$ cat config.mk
export PLATFORM = sky130hd
export DESIGN_NAME = load_store_unit
export DESIGN_NICKNAME = d
export VERILOG_FILES = /design/src/rtl/lsu_pkg.sv /design/src/rtl/lsu_lane_align.sv /design/src/rtl/load_store_unit.sv
export SDC_FILE = /design/constraint.sdc
export NUM_CORES = 1
export LEC_CHECK = 0
export ABC_CLOCK_PERIOD_IN_PS = 1800
export CORE_UTILIZATION = 42
export CTS_CLUSTER_SIZE = 20
export DETAILED_ROUTE_END_ITERATION = 8
export PLACE_DENSITY = 0.78
export SLEW_MARGIN = 20
export SYNTH_ARGS = -nofsm -noshare
export SYNTH_HDL_FRONTEND = slang
export SYNTH_HIERARCHICAL = 1
export SYNTH_SLANG_ARGS = --single-unit
$ cat constraint.sdc
create_clock -name clk -period 1.8 [get_ports clk]
set_input_delay 0.36 -clock clk [delete_from_list [all_inputs] [get_ports clk]]
set_output_delay 0.36 -clock clk [all_outputs]
set_load 0.02 [all_outputs]
$ cat src/rtl/lsu_pkg.sv
`default_nettype none
// ----------------------------------------------------------------------------
// lsu_pkg : shared encodings, FSM states and request error check for the LSU
// Rev 1.0
// ----------------------------------------------------------------------------
package lsu_pkg;

  localparam logic [1:0] SIZE_BYTE = 2'b00;
  localparam logic [1:0] SIZE_HALF = 2'b01;
  localparam logic [1:0] SIZE_WORD = 2'b10;
  localparam logic [1:0] SIZE_RSVD = 2'b11;

  typedef enum logic [1:0] {
    ST_IDLE  = 2'd0,
    ST_READ  = 2'd1,
    ST_WRITE = 2'd2,
    ST_RESP  = 2'd3
  } lsu_state_t;

  // A request is rejected when its size is reserved or the lane breaks natural alignment.
  function automatic logic lsu_req_err(input logic [1:0] size, input logic [1:0] lane);
    logic err;
    case (size)
      SIZE_BYTE: err = 1'b0;
      SIZE_HALF: err = lane[0];
      SIZE_WORD: err = |lane;
      default:   err = 1'b1;
    endcase
    return err;
  endfunction

endpackage
`default_nettype wire

$ cat src/rtl/lsu_lane_align.sv
`default_nettype none
// ----------------------------------------------------------------------------
// lsu_lane_align : load lane extract/extend and sub-word store merge
// Rev 1.0
// ----------------------------------------------------------------------------
module lsu_lane_align
  import lsu_pkg::*;
(
  input  logic [31:0] i_word,
  input  logic [1:0]  i_lane,
  input  logic [1:0]  i_size,
  input  logic        i_sign,
  input  logic [31:0] i_wdata,
  output logic [31:0] o_load_data,
  output logic [31:0] o_store_data
);

  logic [7:0]  w_byte;
  logic [15:0] w_half;

  always_comb begin
    w_byte = i_word[7:0];
    case (i_lane)
      2'd0:    w_byte = i_word[7:0];
      2'd1:    w_byte = i_word[15:8];
      2'd2:    w_byte = i_word[23:16];
      default: w_byte = i_word[31:24];
    endcase
    w_half = i_lane[1] ? i_word[31:16] : i_word[15:0];
  end

  always_comb begin
    o_load_data = i_word;
    case (i_size)
      SIZE_BYTE: o_load_data = {{24{i_sign & w_byte[7]}}, w_byte};
      SIZE_HALF: o_load_data = {{16{i_sign & w_half[15]}}, w_half};
      default:   o_load_data = i_word;
    endcase
  end

  // Only the addressed lane(s) change; the rest of the fetched word passes through.
  always_comb begin
    o_store_data = i_word;
    case (i_size)
      SIZE_BYTE: begin
        case (i_lane)
          2'd0:    o_store_data[7:0]   = i_wdata[7:0];
          2'd1:    o_store_data[15:8]  = i_wdata[7:0];
          2'd2:    o_store_data[23:16] = i_wdata[7:0];
          default: o_store_data[31:24] = i_wdata[7:0];
        endcase
      end
      SIZE_HALF: begin
        if (i_lane[1]) o_store_data[31:16] = i_wdata[15:0];
        else           o_store_data[15:0]  = i_wdata[15:0];
      end
      SIZE_WORD: o_store_data = i_wdata;
      default:   o_store_data = i_word;
    endcase
  end

endmodule
`default_nettype wire

$ cat src/rtl/load_store_unit.sv
`default_nettype none
// ----------------------------------------------------------------------------
// load_store_unit : multi-cycle byte/half/word load-store front end with RMW
// Rev 1.0
// ----------------------------------------------------------------------------
module load_store_unit
  import lsu_pkg::*;
#(
  parameter int ADDR_W = 10
) (
  input  logic              clk,
  input  logic              rst_n,
  input  logic              req_valid,
  output logic              req_ready,
  input  logic              req_we,
  input  logic [1:0]        req_size,
  input  logic              req_sign,
  input  logic [31:0]       req_addr,
  input  logic [31:0]       req_wdata,
  output logic              resp_valid,
  output logic [31:0]       resp_rdata,
  output logic              resp_err,
  output logic              mem_WrEn,
  output logic [ADDR_W-1:0] mem_Addr,
  output logic [31:0]       mem_Data_in,
  input  logic [31:0]       mem_Data_out
);

  lsu_state_t        r_state;
  lsu_state_t        w_state_nxt;

  logic              r_we;
  logic [1:0]        r_size;
  logic              r_sign;
  logic [1:0]        r_lane;
  logic [ADDR_W-1:0] r_idx;
  logic [31:0]       r_wdata;
  logic [31:0]       r_word;
  logic              r_err;

  logic              w_accept;
  logic              w_req_err;
  logic [31:0]       w_load_data;
  logic [31:0]       w_store_data;
  logic              w_unused_addr;

  assign w_accept      = req_valid && req_ready;
  assign w_req_err     = lsu_req_err(req_size, req_addr[1:0]);
  // Upper address bits alias onto the memory depth.
  assign w_unused_addr = ^req_addr[31:ADDR_W+2];

  lsu_lane_align u_align (
    .i_word       (r_word),
    .i_lane       (r_lane),
    .i_size       (r_size),
    .i_sign       (r_sign),
    .i_wdata      (r_wdata),
    .o_load_data  (w_load_data),
    .o_store_data (w_store_data)
  );

  always_ff @(posedge clk) begin
    if (!rst_n) r_state <= ST_IDLE;
    else        r_state <= w_state_nxt;
  end

  always_ff @(posedge clk) begin
    if (!rst_n) begin
      r_we    <= 1'b0;
      r_size  <= SIZE_BYTE;
      r_sign  <= 1'b0;
      r_lane  <= 2'd0;
      r_idx   <= '0;
      r_wdata <= 32'd0;
      r_word  <= 32'd0;
      r_err   <= 1'b0;
    end else begin
      if (w_accept) begin
        r_we    <= req_we;
        r_size  <= req_size;
        r_sign  <= req_sign;
        r_lane  <= req_addr[1:0];
        r_idx   <= req_addr[ADDR_W+1:2];
        r_wdata <= req_wdata;
        r_err   <= w_req_err;
      end
      if (r_state == ST_READ) r_word <= mem_Data_out;
    end
  end

  // Every output is gated by rst_n so the interface is quiet for the whole reset window.
  always_comb begin
    w_state_nxt = r_state;
    req_ready   = 1'b0;
    resp_valid  = 1'b0;
    resp_err    = 1'b0;
    resp_rdata  = 32'd0;
    mem_WrEn    = 1'b0;
    mem_Addr    = '0;
    mem_Data_in = 32'd0;
    if (rst_n) begin
      case (r_state)
        ST_IDLE: begin
          req_ready = 1'b1;
          if (req_valid) begin
            if (w_req_err)                           w_state_nxt = ST_RESP;
            else if (req_we && req_size == SIZE_WORD) w_state_nxt = ST_WRITE;
            else                                      w_state_nxt = ST_READ;
          end
        end
        ST_READ: begin
          mem_Addr    = r_idx;
          w_state_nxt = r_we ? ST_WRITE : ST_RESP;
        end
        ST_WRITE: begin
          mem_WrEn    = 1'b1;
          mem_Addr    = r_idx;
          mem_Data_in = w_store_data;
          w_state_nxt = ST_RESP;
        end
        default: begin
          resp_valid  = 1'b1;
          resp_err    = r_err;
          resp_rdata  = (r_we || r_err) ? 32'd0 : w_load_data;
          w_state_nxt = ST_IDLE;
        end
      endcase
    end
  end

endmodule
`default_nettype wire
=== After elaboration in Yosys (flattened, before gate mapping) ===
Cells that the tools add are included.

* Bits in registers: 83
* Output and inout port bits: 78
* Logic and storage cells: 62

* Equal/unequal tests: 9
* Mux-type cells: 31
* Bitwise gates (word level): 2
* Reduce and logical (&&, ||, !) cells: 11

{| class="wikitable"
|+ Operators with widths
! operator !! count
|-
| $mux 32 || 5
|-
| $pmux 32 s3 || 1
|-
| $pmux 32 s2 || 1
|-
| $mux 16 || 3
|-
| $mux 8 || 4
|-
| $pmux 8 s3 || 1
|-
| $mux 10 || 2
|-
| $mux 1 || 9
|-
| $eq 2x1->1 const B || 4
|-
| $eq 2x2->1 const B || 4
|-
| $logic_not 2->1 || 4
|-
| $mux 2 || 3
|-
| $pmux 2 s3 || 1
|-
| $reduce_or 3->1 || 2
|-
| $reduce_or 2->1 || 2
|-
| $pmux 1 s3 || 1
|-
| $and 1x1->1 || 2
|-
| $logic_and 1x1->1 || 2
|-
| $ne 2x2->1 const B || 1
|-
| $logic_or 1x1->1 || 1
|}

=== Longest topological paths before layout ===
Gate-level depths: netlist of the first run.

* Depth after elaboration: 7
* Gate-level depth with buffers: 8
* Depth with buffers taken out: 5

=== Cells and area by module ===
Netlist of the first run, hierarchy kept.

{| class="wikitable"
|+ By module, submodules not included
! module !! times used !! cells each !! area an instance (um2) !! seq. area each (um2)
|-
| load_store_unit || 1 || 431 || 3689.8 || 1661.6
|-
| lsu_lane_align || 1 || 233 || 1645.3 || 0.0
|}

=== Worst setup path before layout of the first run ===
Ideal clock, no wire load.

* Path kind: flip-flop to output port
* Start: register r_lane[0]
* End: output resp_rdata[11]
* Arrival: 1635 ps
* Data required time: 1440 ps
* Setup slack: -195 ps
* Stages on the path, launching flop included: 7
* Path buffers: 1
* Cell sequence: dfxtp_1 > mux2_1 > a22o_1 > and2_1 > buf_6 > a221o_1 > and2_2

* Cells in the longest elaborated chain, start to end: 7
* Elaborated cells on any way between the ends: 9

{| class="wikitable"
|+ RTL lines
! what !! line !! text
|-
| start, declared || load_store_unit.sv:35 || <nowiki>logic [1:0] r_lane;</nowiki>
|-
| start signal, assigned || load_store_unit.sv:82 || <nowiki>r_lane <= req_addr[1:0];</nowiki>
|-
| $eq 2x2->1 (tied with other cells) || lsu_lane_align.sv:23 || <nowiki>case (i_lane)</nowiki>
|-
| $pmux 8 s3 (*) || lsu_lane_align.sv:23 ||
|-
| $and 1x1->1 (*) || lsu_lane_align.sv:35 || <nowiki>SIZE_BYTE: o_load_data = {{24{i_sign & w_byte[7]}}, w_byte};</nowiki>
|-
| $pmux 32 s2 (*) || lsu_lane_align.sv:34 || <nowiki>case (i_size)</nowiki>
|-
| net w_load_data[11] || load_store_unit.sv:43 || <nowiki>logic [31:0] w_load_data;</nowiki>
|-
| $mux 32 (*) || load_store_unit.sv:124 || <nowiki>resp_rdata = (r_we || r_err) ? 32'd0 : w_load_data;</nowiki>
|-
| $mux 32 (*) || load_store_unit.sv:102 || <nowiki>case (r_state)</nowiki>
|-
| $mux 32 (*) || load_store_unit.sv:101 || <nowiki>if (rst_n) begin</nowiki>
|-
| end, declared || load_store_unit.sv:21 || <nowiki>output logic [31:0] resp_rdata,</nowiki>
|}

The timed path passes the listed nets; every way through them passes the cells marked *.

=== Final worst setup path of the first run ===
* Start: register r_lane[1]
* End: output mem_Data_in[9]

* Cells in the longest elaborated chain, start to end: 5
* Elaborated cells on any way between the ends: 6

{| class="wikitable"
|+ RTL lines
! what !! line !! text
|-
| $eq 2x1->1 || lsu_lane_align.sv:46 || <nowiki>case (i_lane)</nowiki>
|-
| $mux 8 || lsu_lane_align.sv:46 ||
|-
| $pmux 32 s3 (*) || lsu_lane_align.sv:44 || <nowiki>case (i_size)</nowiki>
|-
| net w_store_data[9] || load_store_unit.sv:44 || <nowiki>logic [31:0] w_store_data;</nowiki>
|-
| $mux 32 (*) || load_store_unit.sv:102 ||
|-
| $mux 32 (*) || load_store_unit.sv:101 ||
|-
| end, declared || load_store_unit.sv:25 || <nowiki>output logic [31:0] mem_Data_in,</nowiki>
|}

Marks and branches as above.

==> impl_metrics.ini, run 1 <==
[clocking]
cts_tree = done
cts_sinks = 83
clock_latency_ps = 340
ctsHoldBuffers = 0
clkTransAtPathRegs_ps = 60
cts_buffers = 9
cts_buffer_depth = 2
h-tree-depth = 3
cts_root_buffer = clkbuf_16

[synthesis]
synthCells = 664
synth_compound_area_share_pct = 19.35
synthSimpleGateAreaFrac_pct = 27.77
synth.area.mux_share_pct = 13.37
synth_fa_ha_area_share_pct = 0.9381
synth-edff-count = 0
synth_warnings = 6
synth_top_family_by_area = simple AND/OR/NAND/NOR gates
synth.distinct_cells = 58
avgSynthCellArea_um2 = 8.035
synth_ff_type = dfxtp_1
synthMostInstantiatedCell = nand2_1
ys_top_cells_by_count = 126 x nand2_1, 83 x dfxtp_1, 44 x o21ai_0
synth_xor_xnor_area_share_pct = 0
netlist_area_um2 = 5335
synth_area_leader_cell = dfxtp_1
syn-num-nets = 771
yosysSeqAreaShare_pct = 31.14
async_flop_share_pct = 0
ys_seq_elements = 83
synth_top_area_share_pct = 31.14
yosys-top-cells-area = dfxtp_1 31%, nand2_1 8.9%, mux2i_1 6.8%

[timing]
min_period_over_period_pct = 134.3
relSlewSlack_pct = 66.74
setup_viol_count_final = 75
fin_ws_ps = -616.9
fmax_mhz = 413.7
worst_slew_pin_slew_ps = 498.8
hold_viol = 0
hold_ws_ps = 461.1
period_needed_ps = 2417
grt_setup_unrepaired = yes
setup_tns_ps = -33540
fin_worst_skew_ps = 4.753
finalMaxSlewViolations = 0

[layout]
areaGrowthSynthToFinish_pct = 66.51
antenna_cells = 0
layout.nets = 1017
multi_input_area_um2 = 3727
n_fill_cell = 956
drive_above_1_share_pct = 40.59
seq_area_um2 = 1679

[detailed_routing]
drcViolationCount = 0
drt_wl_total_mm = 21.83
antenna_left = 0
vias_per_cell = 5.675
drtIter0Drc = 422
num_vias = 6140
first_pass_iters = 6
wl_per_cell_um = 20.17

[power]
vdd_drop_max_uv = 777.3
leakage_nw = 3.782
p_per_area_nw_per_um2 = 1185

[floorplan]
boundaryPins = 181
die_height_um = 114.7
die-area_um2 = 13160
die-width_um = 114.7
row_count = 40
design.core.area_um2 = 12210
initial_core_util_pct = 43.69

[setup_path]
cp-endpoint = mem_Data_in[9]
rr_worst_depth = 7
cp.required_ps = 1440
regToRegEndpoint = r_state[1]$_SDFFE_PN0P_
r2r-start = r_state[0]$_SDFFE_PN0P_
reg2reg_setup_slack_ps = 130
crit_slowest_cell = dfxtp_4
path_cells = buf_6 -> o21ba_4 -> o21ai_4 -> buf_4 -> a222oi_1 -> inv_1 -> and3_4 -> buf_6
critPathMaxStageDelay_ps = 380
critPathMostFrequentCell = buf_6
crit_start = r_lane[1]$_SDFFE_PN0P_
critPathKind = reg -> out
worst_setup_path_start_kind = register
end_kind = output port
cp_max_fo = 8
arrival_ps = 2060

[global_route]
grt_overflow_total = 0
grt_max_degree = 63
grt_antenna_before_repair = 0
grt.total_usage_pct = 32.11
grt_pass1_wl_mm = 31.66
grt_pass1_vias = 5849

[worst_hold_path]
hp-class = reg -> reg

[placement]
place_congestion = 0.9997
placement.io_buffers = 160
hpwlAfterDp_mm = 15.22

[flow_run]
max-cap-violations = 0

[outcome]
violations = setup timing
status = finished, violations left
## sequential cells by signal, summed over array words and instances (netlist names)
name and count:
r_err 1, r_idx 10, r_lane 2, r_sign 1, r_size 2, r_state 2
r_wdata 32, r_we 1, r_word 32
## how the worst min path moves through the flow
stage                     startpoint                    end  slack (ps)  cells after the start
3_3_place_gp   r_idx[9]$_SDFFE_PN0P_  r_idx[9]$_SDFFE_PN0P_         440                      2
6_report       r_idx[6]$_SDFFE_PN0P_  r_idx[6]$_SDFFE_PN0P_         460                      2
2_1_floorplan  r_idx[0]$_SDFFE_PN0P_  r_idx[0]$_SDFFE_PN0P_         430                      2
3_5_place_dp   r_idx[8]$_SDFFE_PN0P_  r_idx[8]$_SDFFE_PN0P_         450                      2
4_1_cts        r_idx[8]$_SDFFE_PN0P_  r_idx[8]$_SDFFE_PN0P_         460                      2
5_1_grt        r_idx[3]$_SDFFE_PN0P_  r_idx[3]$_SDFFE_PN0P_         480                      2
## repair_timing
| item | CTS | global route |
|---|---|---|
| gates cloned | 2 | 1 |
| buffers inserted | 20 | 14 |
| pin swaps | 24 | 20 |
| endpoints found under the hold margin | 0 | 0 |
| endpoints found under the setup margin | 78 | 76 |
| resized for setup | 521 | 34 |
## area by class of cell
type                            count  area share (%)
Sequential cell                    83           18.90
Tap cell                          168           2.366
Timing Repair Buffer              296           32.51
Clock buffer                       10           2.690
Inverter                           19          0.9718
Clock inverter                      5          0.6056
Multi-Input combinational cell    501           41.96
## layout by cell type (no fill, tap or decap), types with 7 or more instances in the layout
cell,n
nand2_1,121
buf_4,110
clkdlybuf4s50_1,81
buf_6,80
dfxtp_1,77
o21ai_0,44
mux2i_1,36
nor2b_1,33
and2_4,30
and3_4,26
nor2_1,21
and3_1,16
inv_1,16
a22o_1,15
a21oi_2,15
clkbuf_16,10
mux2_2,10
o22ai_1,9
buf_2,9
buf_12,9
mux2_4,9
a221o_1,9
o22a_1,8
a21o_1,7
a222oi_1,7
## worst max-delay path: cells and delay by family, from the launching register on
family,cells,cell delay [ps]
flops,1,380
compound gates,3,670
simple gates,1,170
buf+inv,4,480
## where the power goes
| group | total (mW) | internal [mW] | leakage (nW) | switching (mW) |
|---|---|---|---|---|
| logic | 5.90 | 3.07 | 2.95 | 2.83 |
| registers | 2.76 | 2.29 | 0.684 | 0.471 |
| clock network | 1.87 | 1.10 | 0.148 | 0.771 |
## stage by stage
stage	cells	power, mW	cell area (um2)	worst slack, ps	utilization (%)
6_report	1082	10.53	8884	-616.9	72.75
5_1_grt	1082	10.98	8884	-667.3	72.75
4_1_cts	1070	10.11	8647	-607.7	70.81
3_5_place_dp	1034	7.286	7831	-887.5	64.13
3_3_place_gp	1034	7.198	7831	-867.3	64.13
2_1_floorplan	664	5.353	5515	-118.2	-
## cell families after synthesis
logic type / Yosys count
buffers and inverters: 80
muxes: 61
AOI/OAI and AO/OA: 150
adders and majority gates: 4
DFF: 83
and+or+nand+nor: 286
## metal layers
layer,up-vias,track usage [%],routed length [um]
li1,2824,-,-
met1,2928,38.69,8710
met2,320,55.27,10640
met3,68,5.082,1458
met4,0,16.80,1023
met5,-,0,0
Power figures use the tool's default switching activity.
==> run 2, diff against run 1 <==
--- a/config.mk
+++ b/config.mk
@@ -6,10 +6,11 @@
 export NUM_CORES = 1
 export LEC_CHECK = 0
 export ABC_CLOCK_PERIOD_IN_PS = 1800
-export CORE_UTILIZATION = 42
+export CORE_ASPECT_RATIO = 0.75
+export CORE_UTILIZATION = 35
 export CTS_CLUSTER_SIZE = 20
 export DETAILED_ROUTE_END_ITERATION = 8
-export PLACE_DENSITY = 0.78
+export PLACE_DENSITY = 0.67
 export SLEW_MARGIN = 20
 export SYNTH_ARGS = -nofsm -noshare
 export SYNTH_HDL_FRONTEND = slang
==> run 2 against run 1 <==
Against the previous run: critical path type unchanged; the flow still finishes with violations (setup timing); clock power increased by 4%; register-to-register slack about the same; sequential share of layout area decreased by 0.51 points.
==> impl_metrics.ini, run 2 (synthesis gave the netlist of run 1 again) <==
[floorplan]
die-area_um2 = 15750
design.core.area_um2 = 14690
row_count = 38
die_height_um = 108.9
boundaryPins = 181
die-width_um = 144.6
initial_core_util_pct = 36.31

[power]
combPwrFrac_pct = 55.4
p_sw_mw = 4.101
seq_power_share_pct = 26.2
p_per_area_nw_per_um2 = 1158
p_int_mw = 6.472
p_clk_share_pct = 18.3
leakage_nw = 3.785
swShare_pct = 38.79
vdd_drop_max_uv = 665.4
p_total_mw = 10.57

[timing]
hold_ws_ps = 458.5
hold_viol = 0
worst_slew_pin_slew_ps = 463.4
grt_setup_unrepaired = yes
min_period_over_period_pct = 135.3
fmax_mhz = 410.7
setup_viol_count_final = 75
fin_worst_skew_ps = 9.419
period_needed_ps = 2435
relSlewSlack_pct = 69.06
fin_ws_ps = -634.9
finalMaxSlewViolations = 0

[detailed_routing]
wl_per_cell_um = 18.75
first_pass_iters = 7
antenna_left = 0
drt_wl_total_mm = 20.85
drcViolationCount = 0
num_vias = 5992
vias_per_cell = 5.388
drtIter0Drc = 650

[global_route]
grt.total_usage_pct = 26.32
grt_pass1_vias = 5547
grt_overflow_total = 0
grt_antenna_before_repair = 0
grt_max_degree = 65
grt_pass1_wl_mm = 31.07

[setup_path]
critPathKind = reg -> out
crit_slowest_cell = dfxtp_4
r2r-start = r_state[1]$_SDFFE_PN0P_
critPathMostFrequentCell = and2_4
reg2reg_setup_slack_ps = 140
rr_worst_depth = 7
path_buf_inv = 1
cp.required_ps = 1440
path_cells = mux2_4 -> a22o_4 -> and2_4 -> a221o_1 -> and2_4 -> buf_6
cp.depth = 6
worst_setup_path_start_kind = register
end_kind = output port
critPathMaxStageDelay_ps = 390
regToRegEndpoint = r_state[0]$_SDFFE_PN0P_
path_delay_family = compound AO/OA/AOI/OAI gates
cp_max_fo = 7
arrival_ps = 2070

[outcome]
violations = setup timing
status = finished, violations left

[layout]
layout.nets = 1014
drive_above_1_share_pct = 42.98
fin_cells = 1112
final_common_cell = nand2_1
antenna_cells = 0
n_fill_cell = 1247
final_cell_mix = 123 x nand2_1, 100 x buf_4, 93 x buf_6
final_cell_area_um2 = 9128
areaGrowthSynthToFinish_pct = 71.08
reg_top3 = r_wdata x32, r_word x32, r_idx x10
post-route-util_pct = 62.13

[clocking]
cts_root_buffer = clkbuf_16
ctsHoldBuffers = 0
h-tree-depth = 3
cts_sinks = 83
clkTransAtPathRegs_ps = 70
cts_tree = done
clock_latency_ps = 350
cts_buffer_depth = 2
cts_buffers = 9

[placement]
placement.io_buffers = 160
placed_cell_area_um2 = 7921
hpwlAfterDp_mm = 14.68
place_congestion = 0.9223
placed_cells = 1071

[flow_run]
max-cap-violations = 0

[worst_hold_path]
hp-class = reg -> reg
min_path_cells = 2
hold_start = r_idx[3]$_SDFFE_PN0P_
hold-path-endpoint = r_idx[3]$_SDFFE_PN0P_
-- run 2: cell types whose count changed in the layout (fill, tap and decap cells not counted), moves of 3 or more --
cell | previous run | this run
a311oi_1 | 6 | 3
a311oi_2 | 1 | 4
and2_4 | 30 | 33
and3_1 | 16 | 8
and3_4 | 26 | 34
buf_2 | 9 | 3
buf_4 | 110 | 100
buf_6 | 80 | 93
clkinv_2 | 3 | 0
mux2_2 | 10 | 7
mux2_4 | 9 | 12
nor2_1 | 21 | 15
nor2_2 | 4 | 8
-- run 2: power by group through the flow --
stage          Sequential [mW]  Clock [mW]  Combinational, mW
2_1_floorplan             2.62           0               2.73
3_3_place_gp              2.73           0               4.51
3_5_place_dp              2.75           0               4.58
4_1_cts                   2.73        1.96               5.46
5_1_grt                   2.81        2.05               6.23
6_report                  2.78        1.94               5.86
-- run 2: layer usage --
layer | GRT usage [%] | share of wire, %
met1 | 38.91 | 48
met2 | 39.05 | 43
met3 | 5.753 | 8.1
met4 | 4.662 | 1.1
met5 | 0 | 0
-- run 2: worst max-delay path by stage --
| stage | to | start | slack, ps |
|---|---|---|---|
| 2_1_floorplan | mem_Data_in[10] | r_size[1]$_SDFFE_PN0P_ | -120 |
| 3_3_place_gp | resp_rdata[14] | r_lane[0]$_SDFFE_PN0P_ | -650 |
| 3_5_place_dp | resp_rdata[8] | r_lane[0]$_SDFFE_PN0P_ | -700 |
| 4_1_cts | resp_rdata[8] | r_lane[0]$_SDFFE_PN0P_ | -630 |
| 5_1_grt | resp_rdata[8] | r_lane[0]$_SDFFE_PN0P_ | -680 |
| 6_report | resp_rdata[8] | r_lane[0]$_SDFFE_PN0P_ | -630 |
-- run 2: timing repair --
action                                  CTS  global route
pin swaps                                33            44
cloned                                    3             1
endpoints found under the hold margin     0             0
setup buffers                            13            18
endpoints found under the setup margin   78            78
resized for setup                       537            83
-- run 2: layout make-up --
type	count	area (um2)	share of cell area (%)
tap	200	250.2	2.742
clock buffer	10	239.0	2.618
timing repair buffer	293	2952	32.34
clock inverter	6	71.32	0.7814
sequential	83	1679	18.40
inverter	19	86.33	0.9459
multi-input combinational	501	3850	42.18
-- run 2: worst reg2reg max path: stages (launching register included) --
cell,delay (ps)
dfxtp_2,340
buf_6,120
inv_4,40
buf_4,120
ha_2,270
nor2b_1,180
o211a_1,200
o31a_1,280
-- run 2: metrics by stage --
step	setup TNS, ps	setup slack, ps
final	-34780	-634.9
after global routing	-38780	-680.0
after CTS	-34480	-634.0
after detailed placement	-42420	-699.3
after global placement	-40620	-647.1
after floorplan	-2690	-118.2
==> run 3, diff against run 2 <==
--- a/config.mk
+++ b/config.mk
@@ -7,10 +7,10 @@
 export LEC_CHECK = 0
 export ABC_CLOCK_PERIOD_IN_PS = 1800
 export CORE_ASPECT_RATIO = 0.75
-export CORE_UTILIZATION = 35
+export CORE_UTILIZATION = 30
 export CTS_CLUSTER_SIZE = 20
 export DETAILED_ROUTE_END_ITERATION = 8
-export PLACE_DENSITY = 0.67
+export SKIP_LAST_GASP = 1
 export SLEW_MARGIN = 20
 export SYNTH_ARGS = -nofsm -noshare
 export SYNTH_HDL_FRONTEND = slang
==> run 3 against run 2 <==
Against the previous run: the flow still finishes with violations (setup timing); first-iteration DRC count down 40%; register-to-register slack about the same; utilization down 8.7 points; sequential power about the same; maximum frequency up 1.1%; critical path depth unchanged; non-clock buffer count up 12; via count down 1.8%; die area up 16%; sequential share of layout area about the same; clock power down 9.8%; critical endpoint is now resp_rdata[10]; largest power group unchanged.
==> impl_metrics.ini, run 3 (synthesis gave the netlist of run 1 again) <==
[placement]
placement.io_buffers = 160
placed_cells = 1114
placed_cell_area_um2 = 8044
place_congestion = 0.8732
hpwlAfterDp_mm = 15.14
post-place-ws_ps = -666.4

[setup_path]
critPathMostFrequentCell = and2_4
cp_max_fo = 7
critPathMaxStageDelay_ps = 380
path_cells = mux2_4 -> a22o_4 -> and2_4 -> a221o_1 -> and2_4 -> buf_6
crit_slowest_cell = dfxtp_4
path_buf_inv = 1
end_kind = output port
cp.required_ps = 1440
critPathKind = reg -> out
arrival_ps = 2050
path_delay_family = compound AO/OA/AOI/OAI gates
worst_setup_path_start_kind = register

[clocking]
cts_sinks = 83
cts_buffers = 9
h-tree-depth = 3
cts_root_buffer = clkbuf_16
ctsHoldBuffers = 0
clock_latency_ps = 360
cts_tree = done
clkTransAtPathRegs_ps = 60
cts_buffer_depth = 2

[power]
vdd_drop_max_uv = 562.5
p_total_mw = 10.36
leakage_nw = 3.806
p_per_area_nw_per_um2 = 1135

[layout]
drive_above_1_share_pct = 42.10
final_cell_mix = 123 x nand2_1, 118 x buf_4, 84 x buf_6
areaGrowthSynthToFinish_pct = 71.15
layout.nets = 1026
final_cell_area_um2 = 9131
post-route-util_pct = 53.45
final_common_cell = nand2_1
reg_top3 = r_wdata x32, r_word x32, r_idx x10
fin_cells = 1160
antenna_cells = 0

[timing]
relSlewSlack_pct = 72.50
period_needed_ps = 2408
grt_setup_unrepaired = yes
hold_ws_ps = 458.3
hold_viol = 0
fin_ws_ps = -607.9
finalMaxSlewViolations = 0
fin_worst_skew_ps = 8.052
worst_slew_pin_slew_ps = 411.9
setup_tns_ps = -34450
min_period_over_period_pct = 133.8
setup_viol_count_final = 75
fmax_mhz = 415.3

[detailed_routing]
drtIter0Drc = 390
first_pass_iters = 5
wl_per_cell_um = 18.33
num_vias = 5882
drcViolationCount = 0
vias_per_cell = 5.071
drt_wl_total_mm = 21.27
antenna_left = 0

[global_route]
grt_pass1_wl_mm = 31.15
grt_max_degree = 34
grt_pass1_vias = 5528
grt.total_usage_pct = 22.32
grt_overflow_total = 0
grt_antenna_before_repair = 0

[floorplan]
die-width_um = 156.0
boundaryPins = 181
die_height_um = 117.5
row_count = 41
die-area_um2 = 18330
design.core.area_um2 = 17080
initial_core_util_pct = 31.23

[flow_run]
max-cap-violations = 0

[outcome]
status = finished, violations left
violations = setup timing

[worst_hold_path]
hp-class = reg -> reg
run 3: cell types whose count changed in the layout (fill, tap and decap cells not counted), sizes merged:
cell,previous run,this run
clkdlybuf4s15,0,1
inv,21,20
buf,209,220
bufinv,1,0
clkbuf,12,13
clkinvlp,0,2
clkinv,3,2
run 3: timing repair:
| item | in CTS | in global routing |
|---|---|---|
| buffers inserted | 18 | 14 |
| gates resized for setup | 515 | 62 |
| cloned | 2 | 2 |
| pin swaps | 37 | 23 |
| setup endpoints to repair | 78 | 77 |
run 3: worst min-delay path: cells and delay by family, from the launching register on:
kind            cells  cell delay, ps
compound gates      1              60
flops               1             310
simple gates        1              50
run 3: area by class of cell:
class                      instances  area (um2)
clock buffer                      11       232.7
inverter                          19       83.83
multi-input combinational        501        3774
tap                              236       295.3
timing repair buffer             305        3025
clock inverter                     5       38.79
fill                            1596        7951
sequential                        83        1682
run 3: power by group:
part           total [mW]  switching [mW]  leakage, nW  internal, mW
Combinational        5.85            2.76         3.00          3.09
Sequential           2.76           0.471        0.684          2.29
Clock                1.75           0.806        0.126         0.941
run 3: per-layer routing:
layer | part of all wire (%) | GRT usage, % | wire [um]
met1 | 48 | 32.43 | 10260
met4 | 1.4 | 4.534 | 295
met3 | 7.8 | 5.928 | 1662
met2 | 43 | 32.73 | 9046
met5 | 0 | 0 | 0
run 3: path summary, 6_finish.rpt:
kind,start,endpoint,slack (ps),depth (start not counted)
setup / recovery,r_lane[0]$_SDFFE_PN0P_,resp_rdata[10],-610,6
hold / removal,r_wdata[29]$_SDFFE_PN0P_,r_wdata[29]$_SDFFE_PN0P_,460,2
hold reg to reg,r_wdata[29]$_SDFFE_PN0P_,r_wdata[29]$_SDFFE_PN0P_,460,2
setup reg to reg,r_state[1]$_SDFFE_PN0P_,r_state[0]$_SDFFE_PN0P_,150,8
